--- config.mk ---
export PLATFORM = sky130hd
export DESIGN_NAME = program_counter_hs
export DESIGN_NICKNAME = d
export VERILOG_FILES = /design/src/rtl/program_counter_hs.sv
export SDC_FILE = /design/constraint.sdc
export NUM_CORES = 1
export LEC_CHECK = 0
export ABC_AREA = 1
export CELL_PAD_IN_SITES_DETAIL_PLACEMENT = 1
export CELL_PAD_IN_SITES_GLOBAL_PLACEMENT = 1
export CORE_ASPECT_RATIO = 1.1
export CORE_MARGIN = 8
export CORE_UTILIZATION = 32
export CTS_BUF_LIST = sky130_fd_sc_hd__clkbuf_8
export DETAILED_ROUTE_END_ITERATION = 10
export GPL_ROUTABILITY_DRIVEN = 0
export GPL_TIMING_DRIVEN = 0
export PLACE_DENSITY = 0.93
export SYNTH_ARGS = -nofsm -noshare
export SYNTH_HDL_FRONTEND = slang
export SYNTH_SLANG_ARGS = --single-unit
export TNS_END_PERCENT = 100
--- constraint.sdc ---
create_clock -name clk -period 3.3 [get_ports clk]
set_input_delay 0.66 -clock clk [delete_from_list [all_inputs] [get_ports clk]]
set_output_delay 0.66 -clock clk [all_outputs]
set_load 0.1 [all_outputs]
--- src/rtl/program_counter_hs.sv ---
// Handshake program counter: presents the PC on a valid/ready channel and applies INC/LOAD/CALL/RET commands.
// Optional call/return stack is enabled by defining PC_RETURN_STACK_EN; default build has none.
module program_counter_hs #(
  parameter int               WIDTH        = 8,
  parameter logic [WIDTH-1:0] RESET_VECTOR = 8'h56,
  parameter int               INC_W        = 2,
  parameter int               STACK_DEPTH  = 4
) (
  input  logic             clk,
  input  logic             rst,
  input  logic             cmd_valid,
  output logic             cmd_ready,
  input  logic [1:0]       cmd_op,
  input  logic [INC_W-1:0] cmd_inc,
  input  logic [WIDTH-1:0] cmd_addr,
  output logic [WIDTH-1:0] pc_out,
  output logic             pc_valid,
  input  logic             pc_ready,
  output logic [1:0]       stk_err
);

  typedef enum logic {PRESENT = 1'b0, WAIT_CMD = 1'b1} state_t;
  typedef enum logic [1:0] {OP_INC = 2'b00, OP_LOAD = 2'b01, OP_CALL = 2'b10, OP_RET = 2'b11} op_t;

  if (STACK_DEPTH < 2) begin : g_bad_depth
    $error("program_counter_hs: STACK_DEPTH must be at least 2");
  end

  state_t           state_q, state_d;
  logic [WIDTH-1:0] pc_q, pc_d;
  logic [WIDTH-1:0] inc_sum;
  logic [WIDTH-1:0] target;
  logic             accept;

  assign inc_sum = pc_q + {{(WIDTH-INC_W){1'b0}}, cmd_inc};

  // Handshake FSM; the command is taken either while waiting or in the same
  // cycle the consumer takes the current PC, giving zero-bubble streaming.
  always_comb begin
    // NOTE: every output of this block gets a default first so no path leaves one unassigned (no latch).
    state_d   = state_q;
    pc_d      = pc_q;
    accept    = 1'b0;
    cmd_ready = 1'b0;
    unique case (state_q)
      PRESENT: begin
        cmd_ready = pc_ready;
        if (pc_ready) begin
          if (cmd_valid) accept  = 1'b1;
          else           state_d = WAIT_CMD;
        end
      end
      WAIT_CMD: begin
        cmd_ready = 1'b1;
        if (cmd_valid) begin
          accept  = 1'b1;
          state_d = PRESENT;
        end
      end
      default: state_d = PRESENT;
    endcase
    if (accept) pc_d = target;
  end

  always_ff @(posedge clk or posedge rst) begin
    // NOTE: state registers use non-blocking assignments so every flop samples pre-edge values.
    if (rst) begin
      state_q <= PRESENT;
      pc_q    <= RESET_VECTOR;
    end else begin
      state_q <= state_d;
      pc_q    <= pc_d;
    end
  end

  assign pc_out   = pc_q;
  assign pc_valid = (state_q == PRESENT);

`ifdef PC_RETURN_STACK_EN
  localparam int PTR_W = $clog2(STACK_DEPTH);
  localparam int CNT_W = $clog2(STACK_DEPTH + 1);

  logic [WIDTH-1:0] stack_mem [STACK_DEPTH];
  logic [PTR_W-1:0] top_q, top_d, top_inc, top_dec;
  logic [CNT_W-1:0] cnt_q, cnt_d;
  logic [1:0]       err_q, err_d;
  logic             push, pop, empty, full;

  assign push    = accept & (op_t'(cmd_op) == OP_CALL);
  assign pop     = accept & (op_t'(cmd_op) == OP_RET);
  assign empty   = (cnt_q == '0);
  assign full    = (cnt_q == CNT_W'(STACK_DEPTH));
  assign top_inc = (top_q == PTR_W'(STACK_DEPTH - 1)) ? '0 : top_q + 1'b1;
  assign top_dec = (top_q == '0) ? PTR_W'(STACK_DEPTH - 1) : top_q - 1'b1;

  always_comb begin
    unique case (op_t'(cmd_op))
      OP_INC:  target = inc_sum;
      OP_LOAD: target = cmd_addr;
      OP_CALL: target = cmd_addr;
      OP_RET:  target = empty ? RESET_VECTOR : stack_mem[top_q];
      default: target = inc_sum;
    endcase
  end

  // Circular LIFO: when full, the slot after the top is the oldest entry, so a push overwrites it.
  always_comb begin
    top_d = top_q;
    cnt_d = cnt_q;
    err_d = err_q;
    if (push) begin
      top_d = top_inc;
      if (full) err_d[0] = 1'b1;
      else      cnt_d    = cnt_q + 1'b1;
    end else if (pop) begin
      if (empty) begin
        err_d[1] = 1'b1;
      end else begin
        top_d = top_dec;
        cnt_d = cnt_q - 1'b1;
      end
    end
  end

  always_ff @(posedge clk or posedge rst) begin
    if (rst) begin
      top_q <= '0;
      cnt_q <= '0;
      err_q <= 2'b00;
    end else begin
      top_q <= top_d;
      cnt_q <= cnt_d;
      err_q <= err_d;
    end
  end

  // NOTE: stack storage has no reset; the entry count guards every read, so stale contents are never used.
  always_ff @(posedge clk) begin
    if (push) stack_mem[top_inc] <= inc_sum;
  end

  assign stk_err = err_q;
`else
  always_comb begin
    unique case (op_t'(cmd_op))
      OP_INC:  target = inc_sum;
      OP_LOAD: target = cmd_addr;
      OP_CALL: target = cmd_addr;
      OP_RET:  target = inc_sum;
      default: target = inc_sum;
    endcase
  end

  assign stk_err = 2'b00;
`endif

endmodule

Word level (Yosys, flattened, before mapping) --
Index checks and enable logic that the tools add are counted.
Operators by class: $add $sub $neg 1, equality and inequality tests 3, multiplexer cells 8, bitwise logic cells 1, reductions and logical operators 3
Operators by type and width (count):
- one-hot mux 8 bit (2 select lines) | 1
- adder 8 x 2 -> 8 bit | 1
- one-hot mux 1 bit (2 select lines) | 3
- == test 2 bit, second input constant | 2
- 2-to-1 mux 1 bit | 4
- OR reduction 2 bit | 2
- == test 2 x 1 -> 1 bit, second input constant | 1
- logical NOT 2 bit | 1
- inverter 1 bit | 1
Word-level totals: flip-flop bits (word level) 9, input bits 16, output and inout port bits 12, word-level logic and storage cells 18

Logic depth before layout (Yosys ltp) --
Gate-level depths: netlist of run 1.
depth after elaboration 3, gate-level depth with buffers 10, depth with buffers taken out 10

Least setup slack after synthesis of run 1 --
No wires, ideal clock.
kind register to output, start reg state_q, end out cmd_ready, data arrival time 1.766 ns, required time 2.640 ns, setup slack 0.874 ns, stages on the path, launching flop included 3, path buffers 0, cells stage by stage dfrtp_1 inv_1 nand2_1
Between the ends: longest elaborated chain between the ends 2
RTL lines:
- start: declaration | line 29 | state_t state_q, state_d;
- start signal: assignment | line 71 | state_q <= state_d;
- inverter 1 bit
- via pc_valid | line 17 | output logic pc_valid,
- one-hot mux 1 bit (2 select lines) | line 45 | unique case (state_q)
- end: declaration | line 12 | output logic cmd_ready,
The timed path passes the listed nets, and every way through them passes these cells.

Final worst setup path of run 1 --
start in pc_ready, end out cmd_ready
Between the ends: longest elaborated chain between the ends 1
RTL lines:
- start: declaration | line 18 | input logic pc_ready,
- one-hot mux 1 bit (2 select lines) | line 45
No other way between the ends.

==> results of run 1 <==
[synth_stat cells]
library cell              number  area (sq um)
sky130_fd_sc_hd__a21oi_1       4          20.0
sky130_fd_sc_hd__fa_1          1          20.0
sky130_fd_sc_hd__nand3_1      10          50.1
sky130_fd_sc_hd__ha_1          2          25.0
sky130_fd_sc_hd__nand2_2       3          18.8
sky130_fd_sc_hd__dfstp_2       4           105
sky130_fd_sc_hd__nor2_1        3          11.3
sky130_fd_sc_hd__inv_1        20          75.1
sky130_fd_sc_hd__buf_6         2          22.5
sky130_fd_sc_hd__o21ai_1       1          5.00
sky130_fd_sc_hd__conb_1        1          3.75
sky130_fd_sc_hd__nand2_4       1          11.3
sky130_fd_sc_hd__o22ai_1       1          6.26
sky130_fd_sc_hd__o21a_1        1          7.51
sky130_fd_sc_hd__nand2_1      29           109
sky130_fd_sc_hd__buf_4         2          15.0
sky130_fd_sc_hd__xor2_1        1          8.76
sky130_fd_sc_hd__o21ai_0       9          45.0
sky130_fd_sc_hd__dfrtp_1       5           125
[layer usage]
metal	up-vias	global-route usage, %	share of wire, %
li1	365	-	-
met1	341	13.6	42
met2	19	22.4	53
met3	4	1.18	3.1
met4	0	6.27	1.8
met5	-	0	0
[logic make-up after synthesis]
logic type	after synthesis
adders and majority gates	3
xor gates and xnor gates	1
AOI/OAI and AO/OA	16
buffers and inverters	24
other	1
DFF	9
and+or+nand+nor	46
[worst paths after layout]
path	start	endpoint	slack, ns	depth (start not counted)
worst max register to register	pc_out[1]$_DFFE_PP1P_	pc_out[6]$_DFFE_PP1P_	1.56	8
worst min register to register	pc_out[6]$_DFFE_PP1P_	pc_out[6]$_DFFE_PP1P_	0.51	2
worst max-delay path	pc_ready	cmd_ready	0.25	4
worst min-delay path	pc_out[6]$_DFFE_PP1P_	pc_out[6]$_DFFE_PP1P_	0.51	2
min in group asynchronous	rst	pc_out[0]$_DFFE_PP0P_	0.74	2
max in group asynchronous	rst	pc_out[6]$_DFFE_PP1P_	2.25	2
[stage by stage]
step                      setup WS, ns  total power, mW  instances  hold WS, ns  area [sq um]
after floorplan                  0.874            0.412        101        0.485           688
after global placement           0.271            0.489        154        0.485           973
after detailed placement         0.234            0.503        154        0.513           973
after CTS                        0.234            0.634        158        0.515          1020
after global routing             0.204            0.661        158        0.526          1020
final                            0.249            0.631        158        0.510          1020
[sequential cells by signal, summed over array words and instances, names as in the netlist]
name,cells
pc_out,8
state_q,1
[cell type report]
type / instances / share of cell area [%]
Buffer: 4 / 3.69
Tap cell: 28 / 3.44
Timing Repair Buffer: 25 / 24.6
Clock buffer: 3 / 4.05
Inverter: 20 / 7.37
Clock inverter: 1 / 0.369
Sequential cell: 9 / 22.6
Multi-Input combinational cell: 68 / 33.9
[power by group through the flow]
stage	logic (mW)	registers, mW	clock network, mW
5_1_grt	0.356	0.169	0.137
4_1_cts	0.338	0.165	0.131
3_3_place_gp	0.325	0.164	0
2_1_floorplan	0.104	0.307	0
3_5_place_dp	0.335	0.167	0
6_report	0.336	0.166	0.130
[worst reg2reg max path: stages, from the launching register on]
cell and delay (ns):
sky130_fd_sc_hd__dfstp_2 0.54, sky130_fd_sc_hd__inv_1 0.07, sky130_fd_sc_hd__fa_1 0.43, sky130_fd_sc_hd__inv_1 0.10
sky130_fd_sc_hd__nand3_1 0.13, sky130_fd_sc_hd__o21ai_0 0.18, sky130_fd_sc_hd__nand3_1 0.08, sky130_fd_sc_hd__nand2_1 0.08
sky130_fd_sc_hd__nand2_1 0.06
==> impl_results.html, run 1 <==
<table>
<tr><th>Metric</th><th>Value</th></tr>
<tr><th colspan="2">Status</th></tr>
<tr><td>Result of the run</td><td>finished, final reports clean</td></tr>
<tr><th colspan="2">Floorplan</th></tr>
<tr><td>Core area</td><td>0.00202 sq mm</td></tr>
<tr><td>Io pins</td><td>28</td></tr>
<tr><td>Number of standard-cell rows in the floorplan</td><td>17</td></tr>
<tr><td>Horizontal extent of the die</td><td>60.1 microns</td></tr>
<tr><td>Initial core utilization</td><td>33.9%</td></tr>
<tr><td>Die Area</td><td>0.00388 sq mm</td></tr>
<tr><td>Die boundary height</td><td>64.5 microns</td></tr>
<tr><th colspan="2">Hold path</th></tr>
<tr><td>Kind of path behind the tightest hold check</td><td>register to register</td></tr>
<tr><th colspan="2">Timing</th></tr>
<tr><td>Setup Skew</td><td>0.00222 ns</td></tr>
<tr><td>Min Tclk post-route</td><td>3.05 ns</td></tr>
<tr><td>Final number of hold-violating endpoints</td><td>0</td></tr>
<tr><td>Max frequency</td><td>328 MHz</td></tr>
<tr><td>Setup repair after global routing missed its margin</td><td>false</td></tr>
<tr><td>Relative max-transition margin</td><td>33.2%</td></tr>
<tr><td>Setup TNS after final layout</td><td>0 ns</td></tr>
<tr><td>Final critical-path share of the clock period</td><td>92.4%</td></tr>
<tr><td>Max-slew violation total from the final report</td><td>0</td></tr>
<tr><td>Final number of setup-violating endpoints</td><td>0</td></tr>
<tr><td>Worst slew pin tran</td><td>0.999 ns</td></tr>
<tr><th colspan="2">Yosys</th></tr>
<tr><td>Combinational family with the most area after synthesis</td><td>simple AND/OR/NAND/NOR gates</td></tr>
<tr><td>Number of warnings reported in the yosys synthesis log</td><td>0</td></tr>
<tr><td>Post-synthesis sequential area ratio</td><td>33.6%</td></tr>
<tr><td>Post-Syn Area per Cell</td><td>6.84 sq um</td></tr>
<tr><td>Synth Area in Adders</td><td>6.58%</td></tr>
<tr><td>Synthesized area</td><td>684 sq um</td></tr>
<tr><td>Post-synthesis register bit count</td><td>9</td></tr>
<tr><td>Post-synthesis mux area share</td><td>0%</td></tr>
<tr><td>Compound-cell area share of the yosys netlist</td><td>12.2%</td></tr>
<tr><td>Area fraction in and, or, nand and nor cells after synthesis</td><td>29.3%</td></tr>
<tr><td>XOR/XNOR Fraction of Synth Area</td><td>1.28%</td></tr>
<tr><td>Syn Inst Count</td><td>100</td></tr>
<tr><td>Number of different library cells in the post-synthesis netlist</td><td>19</td></tr>
<tr><th colspan="2">Power</th></tr>
<tr><td>Net switching component of the power</td><td>321 uW</td></tr>
<tr><td>Part of the total power dissipated in the clock network</td><td>20.6%</td></tr>
<tr><td>Share of total power consumed by net switching</td><td>50.9%</td></tr>
<tr><td>Gate power share</td><td>53.2%</td></tr>
<tr><td>Power per Cell Area</td><td>619 mW/mm^2</td></tr>
<tr><td>IR drop worst, VDD</td><td>0.230 mV</td></tr>
<tr><td>Static Leakage</td><td>0.514 nW</td></tr>
<tr><td>Internal Dissipation</td><td>310 uW</td></tr>
<tr><td>Portion of total power attributed to sequential cells</td><td>26.2%</td></tr>
<tr><th colspan="2">Clock tree</th></tr>
<tr><td>Maximum clock path buffer count</td><td>2</td></tr>
<tr><td>Clock buffers created by TritonCTS</td><td>3</td></tr>
<tr><td>Post-cts hold buffer count</td><td>0</td></tr>
<tr><td>TritonCTS clock tree</td><td>built</td></tr>
<tr><td>Clock insertion delay at the later pin of the skew report</td><td>0.23 ns</td></tr>
<tr><td>Clock tree root buffer cell</td><td>sky130_fd_sc_hd__clkbuf_8</td></tr>
<tr><td>Number of clock sinks</td><td>9</td></tr>
<tr><td>Clock-pin slew of the registers on the worst-case setup and hold paths</td><td>0.05 ns</td></tr>
<tr><td>H-Tree Depth</td><td>1</td></tr>
<tr><td>Post-CTS setup buffers</td><td>0</td></tr>
<tr><td>Post-cts gate resize count</td><td>0</td></tr>
<tr><th colspan="2">Critical path</th></tr>
<tr><td>Start-to-end type of the worst setup path</td><td>input port to output pin</td></tr>
<tr><td>Arrival time of data at the critical path endpoint</td><td>2.39 ns</td></tr>
<tr><td>Worst path bufs/invs</td><td>3</td></tr>
<tr><td>Largest stage delay on the critical path</td><td>1.13 ns</td></tr>
<tr><td>Slowest cell on the critical path</td><td>sky130_fd_sc_hd__clkdlybuf4s50_1</td></tr>
<tr><td>Type of destination of the critical path</td><td>output pin</td></tr>
<tr><td>Cell repeated most along the worst path</td><td>sky130_fd_sc_hd__clkdlybuf4s50_1</td></tr>
<tr><td>Cells along the critical path</td><td>clkdlybuf4s50_1 -&gt; inv_1 -&gt; nand2_1 -&gt; clkdlybuf4s50_1</td></tr>
<tr><td>Required time of the critical path</td><td>2.64 ns</td></tr>
<tr><td>Critical path fanouts, max</td><td>2</td></tr>
<tr><td>Gate family responsible for the most delay along the worst path</td><td>buffers and inverters</td></tr>
<tr><td>Kind of start point of the critical path</td><td>input port</td></tr>
<tr><th colspan="2">Detailed routing</th></tr>
<tr><td>Final Routed Wirelength</td><td>2.28 mm</td></tr>
<tr><td>Avg WL per Cell</td><td>14.4 microns</td></tr>
<tr><td>DRC marker count from the first detailed-route iteration</td><td>6</td></tr>
<tr><td>Number of antenna-violating nets in the routed design</td><td>0</td></tr>
<tr><td>Vias</td><td>729</td></tr>
<tr><td>Residual DRC</td><td>0</td></tr>
<tr><td>TritonRoute pass-1 iters</td><td>2</td></tr>
<tr><td>Routed vias/inst</td><td>4.61</td></tr>
<tr><th colspan="2">Global route</th></tr>
<tr><td>Aggregate global routing overflow</td><td>0</td></tr>
<tr><td>Via count of the first global-routing pass</td><td>792</td></tr>
<tr><td>Number of antenna violations at the first check in global routing</td><td>0</td></tr>
<tr><td>GRT Overall Usage</td><td>12.4%</td></tr>
<tr><td>First-pass GRT wire length</td><td>3.70 mm</td></tr>
<tr><td>Maximum number of pins on one net before global-route repair</td><td>11</td></tr>
<tr><th colspan="2">Final layout</th></tr>
<tr><td>Area growth from synthesis to layout</td><td>48.8%</td></tr>
<tr><td>Area occupied by multi-input gates</td><td>345 sq um</td></tr>
<tr><td>Diodes inserted</td><td>0</td></tr>
<tr><td>Number of fill cells in the layout</td><td>262</td></tr>
<tr><td>Fraction of final layout cells sized beyond drive strength 1</td><td>11.5%</td></tr>
<tr><td>Most frequent standard cell in the layout excluding fill and tap cells</td><td>sky130_fd_sc_hd__nand2_1</td></tr>
<tr><td>Count of nets after finishing</td><td>150</td></tr>
<tr><td>Commonest cells after routing, fill and taps aside</td><td>sky130_fd_sc_hd__nand2_1, sky130_fd_sc_hd__clkdlybuf4s50_1, sky130_fd_sc_hd__inv_1</td></tr>
<tr><td>FF/Latch Area</td><td>230 sq um</td></tr>
<tr><td>Final core area utilization</td><td>50.4%</td></tr>
<tr><th colspan="2">Flow run</th></tr>
<tr><td>Number of max-cap violations</td><td>0</td></tr>
<tr><th colspan="2">Placed design</th></tr>
<tr><td>Post-detailed-placement half-perimeter wirelength</td><td>1.80 mm</td></tr>
<tr><td>Number of buffers inserted by port buffering</td><td>25</td></tr>
</table>
No activity file was read; power rests on OpenSTA's default activity.
==> run 2: changes to the inputs <==
Settings changed: ABC_AREA 1 to 0, CORE_UTILIZATION 32 to 31, HOLD_SLACK_MARGIN from default to 0.12, PLACE_DENSITY 0.93 to 0.91.
==> impl_results.html, run 2 <==
<table>
<tr><th>Metric</th><th>Value</th></tr>
<tr><th colspan="2">Floorplan</th></tr>
<tr><td>Die Area</td><td>0.00360 sq mm (-7.2%)</td></tr>
<tr><td>Initial core utilization</td><td>33.3% (-0.61 points)</td></tr>
<tr><td>Core area</td><td>0.00180 sq mm (-11%)</td></tr>
<tr><td>Io pins</td><td>28 (unchanged)</td></tr>
<tr><td>Die boundary height</td><td>62.1 microns (-3.7%)</td></tr>
<tr><td>Number of standard-cell rows in the floorplan</td><td>16 (-1)</td></tr>
<tr><td>Horizontal extent of the die</td><td>57.9 microns (-3.6%)</td></tr>
<tr><th colspan="2">Detailed routing</th></tr>
<tr><td>Number of antenna-violating nets in the routed design</td><td>0 (unchanged)</td></tr>
<tr><td>Vias</td><td>619 (-15%)</td></tr>
<tr><td>TritonRoute pass-1 iters</td><td>3 (+1)</td></tr>
<tr><td>Residual DRC</td><td>0 (unchanged)</td></tr>
<tr><td>DRC marker count from the first detailed-route iteration</td><td>8 (+2)</td></tr>
<tr><td>Avg WL per Cell</td><td>14.6 microns (+1.3%)</td></tr>
<tr><td>Final Routed Wirelength</td><td>1.72 mm (-24%)</td></tr>
<tr><td>Routed vias/inst</td><td>5.25 (+14%)</td></tr>
<tr><th colspan="2">Yosys</th></tr>
<tr><td>Combinational family with the most area after synthesis</td><td>compound AO/OA/AOI/OAI gates</td></tr>
<tr><td>Number of warnings reported in the yosys synthesis log</td><td>0 (unchanged)</td></tr>
<tr><td>Number of synthesized flops with an enable pin</td><td>0 (unchanged)</td></tr>
<tr><td>XOR/XNOR Fraction of Synth Area</td><td>2.92% (+1.6 points)</td></tr>
<tr><td>Number of different library cells in the post-synthesis netlist</td><td>30 (+11)</td></tr>
<tr><td>Post-synthesis sequential area ratio</td><td>38.4% (+4.8 points)</td></tr>
<tr><td>Post-synthesis mux area share</td><td>0% (unchanged)</td></tr>
<tr><td>Compound-cell area share of the yosys netlist</td><td>27.1% (+15 points)</td></tr>
<tr><td>Syn Inst Count</td><td>70 (-30%)</td></tr>
<tr><td>Prevailing post-synth register cell</td><td>sky130_fd_sc_hd__dfrtp_1</td></tr>
<tr><td>Leading post-synthesis cells by instance count</td><td>sky130_fd_sc_hd__a21oi_1, sky130_fd_sc_hd__nand2_1, sky130_fd_sc_hd__o21ai_0</td></tr>
<tr><td>Cell type with the largest total area after synthesis</td><td>sky130_fd_sc_hd__dfrtp_1</td></tr>
<tr><td>Post-synth ARST share</td><td>100% (unchanged)</td></tr>
<tr><td>Synthesized area</td><td>599 sq um (-12%)</td></tr>
<tr><td>Share of the synthesized area in the top cell type</td><td>20.9% (+2.6 points)</td></tr>
<tr><td>Synth Area in Adders</td><td>7.52% (+0.93 points)</td></tr>
<tr><td>Post-synthesis register bit count</td><td>9 (unchanged)</td></tr>
<tr><td>Area contributors post-synth</td><td>sky130_fd_sc_hd__dfrtp_1, sky130_fd_sc_hd__dfstp_2, sky130_fd_sc_hd__a21oi_1, sky130_fd_sc_hd__o21ai_0, sky130_fd_sc_hd__nand2_1</td></tr>
<tr><td>Library cell with the highest instance count after synthesis</td><td>sky130_fd_sc_hd__a21oi_1</td></tr>
<tr><td>Area fraction in and, or, nand and nor cells after synthesis</td><td>15.9% (-13 points)</td></tr>
<tr><td>Post-Syn Area per Cell</td><td>8.56 sq um (+25%)</td></tr>
<tr><th colspan="2">Final layout</th></tr>
<tr><td>Diodes inserted</td><td>0 (unchanged)</td></tr>
<tr><td>Final core area utilization</td><td>51.1% (+0.71 points)</td></tr>
<tr><td>Commonest cells after routing, fill and taps aside</td><td>sky130_fd_sc_hd__clkdlybuf4s50_1, sky130_fd_sc_hd__a21oi_1, sky130_fd_sc_hd__nand2_1</td></tr>
<tr><td>Number of fill cells in the layout</td><td>234 (-11%)</td></tr>
<tr><td>Flip-flop count of the largest register after layout</td><td>8 (unchanged)</td></tr>
<tr><td>Most frequent standard cell in the layout excluding fill and tap cells</td><td>sky130_fd_sc_hd__clkdlybuf4s50_1</td></tr>
<tr><td>Area growth from synthesis to layout</td><td>53.7%</td></tr>
<tr><td>Count of nets after finishing</td><td>120 (-20%)</td></tr>
<tr><td>Fraction of final layout cells sized beyond drive strength 1</td><td>12.0% (+0.46 points)</td></tr>
<tr><th colspan="2">Timing</th></tr>
<tr><td>Worst slew pin tran</td><td>0.978 ns (-0.0211 ns)</td></tr>
<tr><td>Min Tclk post-route</td><td>3.08 ns (+0.0304 ns)</td></tr>
<tr><td>Relative max-transition margin</td><td>34.6% (+1.4 points)</td></tr>
<tr><td>Final critical-path share of the clock period</td><td>93.4% (+0.92 points)</td></tr>
<tr><td>Setup TNS after final layout</td><td>0 ns (unchanged)</td></tr>
<tr><td>Max-slew violation total from the final report</td><td>0 (unchanged)</td></tr>
<tr><td>Setup Skew</td><td>0.00119 ns (-0.00102 ns)</td></tr>
<tr><td>Final number of hold-violating endpoints</td><td>0 (unchanged)</td></tr>
<tr><td>Setup repair after global routing missed its margin</td><td>false</td></tr>
<tr><td>Max frequency</td><td>325 MHz (-0.99%)</td></tr>
<tr><td>Final number of setup-violating endpoints</td><td>0 (unchanged)</td></tr>
<tr><th colspan="2">Global route</th></tr>
<tr><td>Aggregate global routing overflow</td><td>0 (unchanged)</td></tr>
<tr><td>GRT Overall Usage</td><td>9.98% (-2.4 points)</td></tr>
<tr><td>First-pass GRT wire length</td><td>2.99 mm (-19%)</td></tr>
<tr><td>Via count of the first global-routing pass</td><td>693 (-13%)</td></tr>
<tr><td>Maximum number of pins on one net before global-route repair</td><td>11 (unchanged)</td></tr>
<tr><td>Number of antenna violations at the first check in global routing</td><td>0 (unchanged)</td></tr>
<tr><th colspan="2">Placed design</th></tr>
<tr><td>Post-detailed-placement half-perimeter wirelength</td><td>1.42 mm (-21%)</td></tr>
<tr><td>Number of buffers inserted by port buffering</td><td>25 (unchanged)</td></tr>
<tr><th colspan="2">Critical path</th></tr>
<tr><td>Setup slack of the worst register-to-register path</td><td>1.56 ns (about the same)</td></tr>
<tr><td>Largest stage delay on the critical path</td><td>1.14 ns (about the same)</td></tr>
<tr><td>Start-to-end type of the worst setup path</td><td>input port to output pin</td></tr>
<tr><td>Worst path bufs/invs</td><td>2 (-1)</td></tr>
<tr><td>Slowest cell on the critical path</td><td>sky130_fd_sc_hd__clkdlybuf4s50_1</td></tr>
<tr><td>Arrival time of data at the critical path endpoint</td><td>2.42 ns (+0.03 ns)</td></tr>
<tr><td>Kind of start point of the critical path</td><td>input port</td></tr>
<tr><td>Cell repeated most along the worst path</td><td>sky130_fd_sc_hd__clkdlybuf4s50_1</td></tr>
<tr><td>Gate family responsible for the most delay along the worst path</td><td>buffers and inverters</td></tr>
<tr><td>Critical path fanouts, max</td><td>3 (+1)</td></tr>
<tr><td>Type of destination of the critical path</td><td>output pin</td></tr>
<tr><td>Cells along the critical path</td><td>clkdlybuf4s50_1 -&gt; or2_1 -&gt; clkdlybuf4s50_1</td></tr>
<tr><td>Required time of the critical path</td><td>2.64 ns (about the same)</td></tr>
<tr><th colspan="2">Power</th></tr>
<tr><td>IR drop worst, VDD</td><td>0.373 mV (+63%)</td></tr>
<tr><td>Static Leakage</td><td>0.386 nW (-25%)</td></tr>
<tr><td>Power per Cell Area</td><td>754 mW/mm^2 (+22%)</td></tr>
<tr><th colspan="2">Clock tree</th></tr>
<tr><td>Post-cts gate resize count</td><td>0 (unchanged)</td></tr>
<tr><td>Clock insertion delay at the later pin of the skew report</td><td>0.23 ns (about the same)</td></tr>
<tr><td>Number of clock sinks</td><td>9 (unchanged)</td></tr>
<tr><td>TritonCTS clock tree</td><td>built</td></tr>
<tr><td>Clock tree root buffer cell</td><td>sky130_fd_sc_hd__clkbuf_8</td></tr>
<tr><td>Post-CTS setup buffers</td><td>0 (unchanged)</td></tr>
<tr><td>Clock buffers created by TritonCTS</td><td>3 (unchanged)</td></tr>
<tr><td>Maximum clock path buffer count</td><td>2 (unchanged)</td></tr>
<tr><td>Clock-pin slew of the registers on the worst-case setup and hold paths</td><td>0.05 ns (about the same)</td></tr>
<tr><td>Post-cts hold buffer count</td><td>0 (unchanged)</td></tr>
<tr><td>H-Tree Depth</td><td>1 (unchanged)</td></tr>
<tr><th colspan="2">Hold path</th></tr>
<tr><td>Kind of path behind the tightest hold check</td><td>register to register</td></tr>
<tr><th colspan="2">Flow run</th></tr>
<tr><td>Number of max-cap violations</td><td>0 (unchanged)</td></tr>
<tr><th colspan="2">Status</th></tr>
<tr><td>Result of the run</td><td>finished, final reports clean</td></tr>
</table>
-- run 2: cell types whose count changed after synthesis, moves of 2 or more --
cell	before	now
sky130_fd_sc_hd__a31oi_1	0	3
sky130_fd_sc_hd__inv_1	20	5
sky130_fd_sc_hd__nand2_1	29	7
sky130_fd_sc_hd__buf_6	2	0
sky130_fd_sc_hd__nand3_1	10	0
sky130_fd_sc_hd__nor2_1	3	5
sky130_fd_sc_hd__nand2_2	3	0
sky130_fd_sc_hd__o21ai_0	9	6
sky130_fd_sc_hd__a21oi_1	4	8
-- run 2: cells by family (layout without fill, tap and decap cells) --
family / Yosys count / count (layout)
simple gates: 19 / 19
xor+xnor: 2 / 2
compound gates: 27 / 27
other cells: 1 / 2
buf+inv: 9 / 38
fa+ha+maj: 3 / 3
flops: 9 / 9
-- run 2: worst reg2reg max path, stage by stage, from the launching register on --
cell and delay (ns):
sky130_fd_sc_hd__dfstp_2 0.53, sky130_fd_sc_hd__inv_1 0.07, sky130_fd_sc_hd__fa_1 0.47, sky130_fd_sc_hd__nor3b_1 0.29, sky130_fd_sc_hd__a31oi_1 0.13, sky130_fd_sc_hd__o22a_1 0.19
-- run 2: worst paths after layout --
path,from,cells past startpoint,endpoint
max,pc_ready,3,cmd_ready
min,pc_out[1]$_DFFE_PP1P_,2,pc_out[1]$_DFFE_PP1P_
max reg2reg,pc_out[1]$_DFFE_PP1P_,5,pc_out[6]$_DFFE_PP1P_
min reg2reg,pc_out[1]$_DFFE_PP1P_,2,pc_out[1]$_DFFE_PP1P_
max in group asynchronous,rst,2,pc_out[6]$_DFFE_PP1P_
min in group asynchronous,rst,2,state_q$_DFF_PP0_
-- run 2: stage by stage --
step	instance area, sq um	power, mW	instances	hold WS [ns]	setup slack (ns)
after global placement	876	0.564	114	0.521	0.253
after CTS	921	0.701	118	0.544	0.222
after global routing	921	0.732	118	0.584	0.173
after detailed placement	876	0.574	114	0.537	0.226
after floorplan	603	0.473	71	0.485	0.978
final	921	0.695	118	0.542	0.219
-- run 2: layer usage --
metal	wire length (microns)	global-route usage (%)	share of wire, %
met4	0	2.76	0
met5	0	0	0
met1	721	10.4	42
met3	114	4.12	6.6
met2	887	17.6	51
-- run 2: layout make-up --
type	instances	area, sq um	area share [%]
repair buffers	25	250	27.2
clock inverters	1	3.75	0.408
inverters	5	18.8	2.04
multi-input cells	53	328	35.6
well taps	18	22.5	2.45
clock buffers	3	41.3	4.48
flip-flops and latches	9	230	25.0
plain buffers	4	26.3	2.85
-- run 2: power breakdown --
group / switching [mW] / internal (mW) / total [mW]
clock network: 0.0451 / 0.0812 / 0.126
logic: 0.285 / 0.106 / 0.391
registers: 0.0301 / 0.147 / 0.177
==> run 3: changes to the inputs <==
Settings changed: SETUP_SLACK_MARGIN from default to 0.5.
==> impl_results.html, run 3 (synthesized netlist as in run 2, its figures left out) <==
<table>
<tr><th>Metric</th><th>Value</th></tr>
<tr><th colspan="2">Global route</th></tr>
<tr><td>GRT busiest layer</td><td>met2</td></tr>
<tr><td>First-pass GRT wire length</td><td>2.99 mm (unchanged)</td></tr>
<tr><td>Met1 Use GR</td><td>10.4% (unchanged)</td></tr>
<tr><td>Via count of the first global-routing pass</td><td>693 (unchanged)</td></tr>
<tr><td>Met2 layer usage reported by global route</td><td>17.6% (unchanged)</td></tr>
<tr><td>GRT Overall Usage</td><td>9.98% (unchanged)</td></tr>
<tr><td>Aggregate global routing overflow</td><td>0 (unchanged)</td></tr>
<tr><td>Number of antenna violations at the first check in global routing</td><td>0 (unchanged)</td></tr>
<tr><td>Met3 global-route usage</td><td>4.12% (unchanged)</td></tr>
<tr><td>Maximum number of pins on one net before global-route repair</td><td>11 (unchanged)</td></tr>
<tr><th colspan="2">Critical path</th></tr>
<tr><td>Count of cells along the worst register-to-register path</td><td>5 (unchanged)</td></tr>
<tr><td>Type of destination of the critical path</td><td>output pin</td></tr>
<tr><td>Arrival time of data at the critical path endpoint</td><td>1.99 ns (-0.43 ns)</td></tr>
<tr><td>Start-to-end type of the worst setup path</td><td>register to output pin</td></tr>
<tr><td>Largest stage delay on the critical path</td><td>1.16 ns (+0.02 ns)</td></tr>
<tr><td>Launching element of the worst setup path</td><td>pc_out[2]$_DFFE_PP1P_</td></tr>
<tr><td>Critical path fanouts, max</td><td>7 (+4)</td></tr>
<tr><td>Required time of the critical path</td><td>2.64 ns (about the same)</td></tr>
<tr><td>Cells along the critical path</td><td>clkdlybuf4s50_1</td></tr>
<tr><td>Worst path bufs/invs</td><td>1 (-1)</td></tr>
<tr><td>Worst flop-to-flop path startpoint</td><td>pc_out[1]$_DFFE_PP1P_</td></tr>
<tr><td>Cell depth of the worst setup path</td><td>1 (-2)</td></tr>
<tr><td>Capture point of the critical path</td><td>pc_out[2]</td></tr>
<tr><td>Setup slack of the worst register-to-register path</td><td>1.56 ns (about the same)</td></tr>
<tr><td>FF-to-FF End</td><td>pc_out[6]$_DFFE_PP1P_</td></tr>
<tr><td>Kind of start point of the critical path</td><td>register</td></tr>
<tr><td>Slowest cell on the critical path</td><td>sky130_fd_sc_hd__clkdlybuf4s50_1</td></tr>
<tr><td>Gate family responsible for the most delay along the worst path</td><td>buffers and inverters</td></tr>
<tr><th colspan="2">Floorplan</th></tr>
<tr><td>Die boundary height</td><td>62.1 microns (unchanged)</td></tr>
<tr><td>Number of standard-cell rows in the floorplan</td><td>16 (unchanged)</td></tr>
<tr><td>Horizontal extent of the die</td><td>57.9 microns (unchanged)</td></tr>
<tr><td>Die Area</td><td>0.00360 sq mm (unchanged)</td></tr>
<tr><td>Core area</td><td>0.00180 sq mm (unchanged)</td></tr>
<tr><td>Initial core utilization</td><td>33.3% (unchanged)</td></tr>
<tr><td>Io pins</td><td>28 (unchanged)</td></tr>
<tr><th colspan="2">Detailed routing</th></tr>
<tr><td>Vias</td><td>619 (unchanged)</td></tr>
<tr><td>Routed vias/inst</td><td>5.25 (unchanged)</td></tr>
<tr><td>TritonRoute pass-1 iters</td><td>3 (unchanged)</td></tr>
<tr><td>Final Routed Wirelength</td><td>1.72 mm (-0.17%)</td></tr>
<tr><td>Number of antenna-violating nets in the routed design</td><td>0 (unchanged)</td></tr>
<tr><td>Residual DRC</td><td>0 (unchanged)</td></tr>
<tr><td>Avg WL per Cell</td><td>14.6 microns (-0.17%)</td></tr>
<tr><td>DRC marker count from the first detailed-route iteration</td><td>8 (unchanged)</td></tr>
<tr><th colspan="2">Status</th></tr>
<tr><td>Result of the run</td><td>finished, final reports clean</td></tr>
<tr><th colspan="2">Final layout</th></tr>
<tr><td>Count of nets after finishing</td><td>120 (unchanged)</td></tr>
<tr><td>Number of fill cells in the layout</td><td>234 (unchanged)</td></tr>
<tr><td>Area occupied by multi-input gates</td><td>328 sq um (unchanged)</td></tr>
<tr><td>Commonest cells after routing, fill and taps aside</td><td>sky130_fd_sc_hd__clkdlybuf4s50_1, sky130_fd_sc_hd__a21oi_1, sky130_fd_sc_hd__nand2_1</td></tr>
<tr><td>FF/Latch Area</td><td>230 sq um (unchanged)</td></tr>
<tr><td>Area growth from synthesis to layout</td><td>52.8%</td></tr>
<tr><td>Filler-free cell count of the finished design</td><td>118 (unchanged)</td></tr>
<tr><td>Fraction of final layout cells sized beyond drive strength 1</td><td>13.0% (+1.0 points)</td></tr>
<tr><td>Diodes inserted</td><td>0 (unchanged)</td></tr>
<tr><td>Flip-flop count of the largest register after layout</td><td>8 (unchanged)</td></tr>
<tr><td>Post-route standard cell area excluding fillers</td><td>916 sq um (-0.54%)</td></tr>
<tr><td>Final core area utilization</td><td>50.8% (-0.28 points)</td></tr>
<tr><td>Most frequent standard cell in the layout excluding fill and tap cells</td><td>sky130_fd_sc_hd__clkdlybuf4s50_1</td></tr>
<tr><th colspan="2">Timing</th></tr>
<tr><td>Final number of setup-violating endpoints</td><td>0 (unchanged)</td></tr>
<tr><td>Relative max-transition margin</td><td>34.6% (unchanged)</td></tr>
<tr><td>Max-slew violation total from the final report</td><td>0 (unchanged)</td></tr>
<tr><td>Worst hold slack</td><td>0.542 ns (unchanged)</td></tr>
<tr><td>Setup repair after global routing missed its margin</td><td>false</td></tr>
<tr><td>Min Tclk post-route</td><td>2.65 ns (-0.427 ns)</td></tr>
<tr><td>Setup TNS after final layout</td><td>0 ns (unchanged)</td></tr>
<tr><td>Setup Skew</td><td>0.00119 ns (-0.0000000700 ns)</td></tr>
<tr><td>Final critical-path share of the clock period</td><td>80.4% (-13 points)</td></tr>
<tr><td>Final number of hold-violating endpoints</td><td>0 (unchanged)</td></tr>
<tr><td>Final setup slack of the worst path</td><td>0.646 ns (+0.427 ns)</td></tr>
<tr><td>Max frequency</td><td>377 MHz (+16%)</td></tr>
<tr><td>Worst slew pin tran</td><td>0.978 ns (unchanged)</td></tr>
<tr><th colspan="2">Power</th></tr>
<tr><td>Power per Cell Area</td><td>757 mW/mm^2 (+0.42%)</td></tr>
<tr><td>Static Leakage</td><td>0.385 nW (about the same)</td></tr>
<tr><td>IR drop worst, VDD</td><td>0.373 mV (about the same)</td></tr>
<tr><td>Overall power consumption</td><td>694 uW (-0.12%)</td></tr>
<tr><th colspan="2">Clock tree</th></tr>
<tr><td>TritonCTS clock tree</td><td>built</td></tr>
<tr><td>H-Tree Depth</td><td>1 (unchanged)</td></tr>
<tr><td>Post-cts hold buffer count</td><td>0 (unchanged)</td></tr>
<tr><td>Clock tree root buffer cell</td><td>sky130_fd_sc_hd__clkbuf_8</td></tr>
<tr><td>Number of clock sinks</td><td>9 (unchanged)</td></tr>
<tr><td>Clock-pin slew of the registers on the worst-case setup and hold paths</td><td>0.05 ns (about the same)</td></tr>
<tr><td>Maximum clock path buffer count</td><td>2 (unchanged)</td></tr>
<tr><td>Post-CTS setup buffers</td><td>0 (unchanged)</td></tr>
<tr><td>Clock insertion delay at the later pin of the skew report</td><td>0.23 ns (about the same)</td></tr>
<tr><td>Clock buffers created by TritonCTS</td><td>3 (unchanged)</td></tr>
<tr><th colspan="2">Placed design</th></tr>
<tr><td>Dpl cell area</td><td>876 sq um (unchanged)</td></tr>
<tr><td>Post-detailed-placement half-perimeter wirelength</td><td>1.42 mm (unchanged)</td></tr>
<tr><td>Placed cells</td><td>114 (unchanged)</td></tr>
<tr><td>Pre-CTS setup slack</td><td>0.226 ns (unchanged)</td></tr>
<tr><td>Number of buffers inserted by port buffering</td><td>25 (unchanged)</td></tr>
<tr><th colspan="2">Flow run</th></tr>
<tr><td>Number of max-cap violations</td><td>0 (unchanged)</td></tr>
<tr><th colspan="2">Hold path</th></tr>
<tr><td>Hold Path Origin</td><td>pc_out[1]$_DFFE_PP1P_</td></tr>
<tr><td>Kind of path behind the tightest hold check</td><td>register to register</td></tr>
</table>
-- run 3: layer usage --
layer | up-vias | share of wire, %
met5 | - | 0
met4 | 0 | 0
met3 | 0 | 6.6
met2 | 16 | 52
met1 | 299 | 42
li1 | 304 | -
-- run 3: area by class of cell --
type	instances	area share (%)
clock inverter	1	0.410
timing repair buffer	25	26.8
sequential	9	25.1
clock buffer	3	4.51
buffer	4	2.87
tap	18	2.46
multi-input combinational	53	35.8
inverter	5	2.05
-- run 3: worst min-delay path by stage --
| stage | cells after the start | slack [ns] | end |
|---|---|---|---|
| after floorplan | 1 | 0.49 | pc_out[0]$_DFFE_PP0P_ |
| after global placement | 2 | 0.52 | pc_out[1]$_DFFE_PP1P_ |
| after detailed placement | 2 | 0.54 | pc_out[1]$_DFFE_PP1P_ |
| after CTS | 2 | 0.54 | pc_out[1]$_DFFE_PP1P_ |
| after global routing | 2 | 0.58 | pc_out[4]$_DFFE_PP1P_ |
| final | 2 | 0.54 | pc_out[1]$_DFFE_PP1P_ |
-- run 3: power breakdown --
part,internal [mW],switching [mW],leakage [nW]
clock network,0.0812,0.0451,0.0269
logic,0.105,0.285,0.257
registers,0.147,0.0301,0.102
total,0.333,0.360,0.385
-- run 3: timing repair --
action | in CTS | in global routing
gates resized for setup | 1 | 2
setup endpoints to repair | 1 | 1
gates cloned | 0 | 0
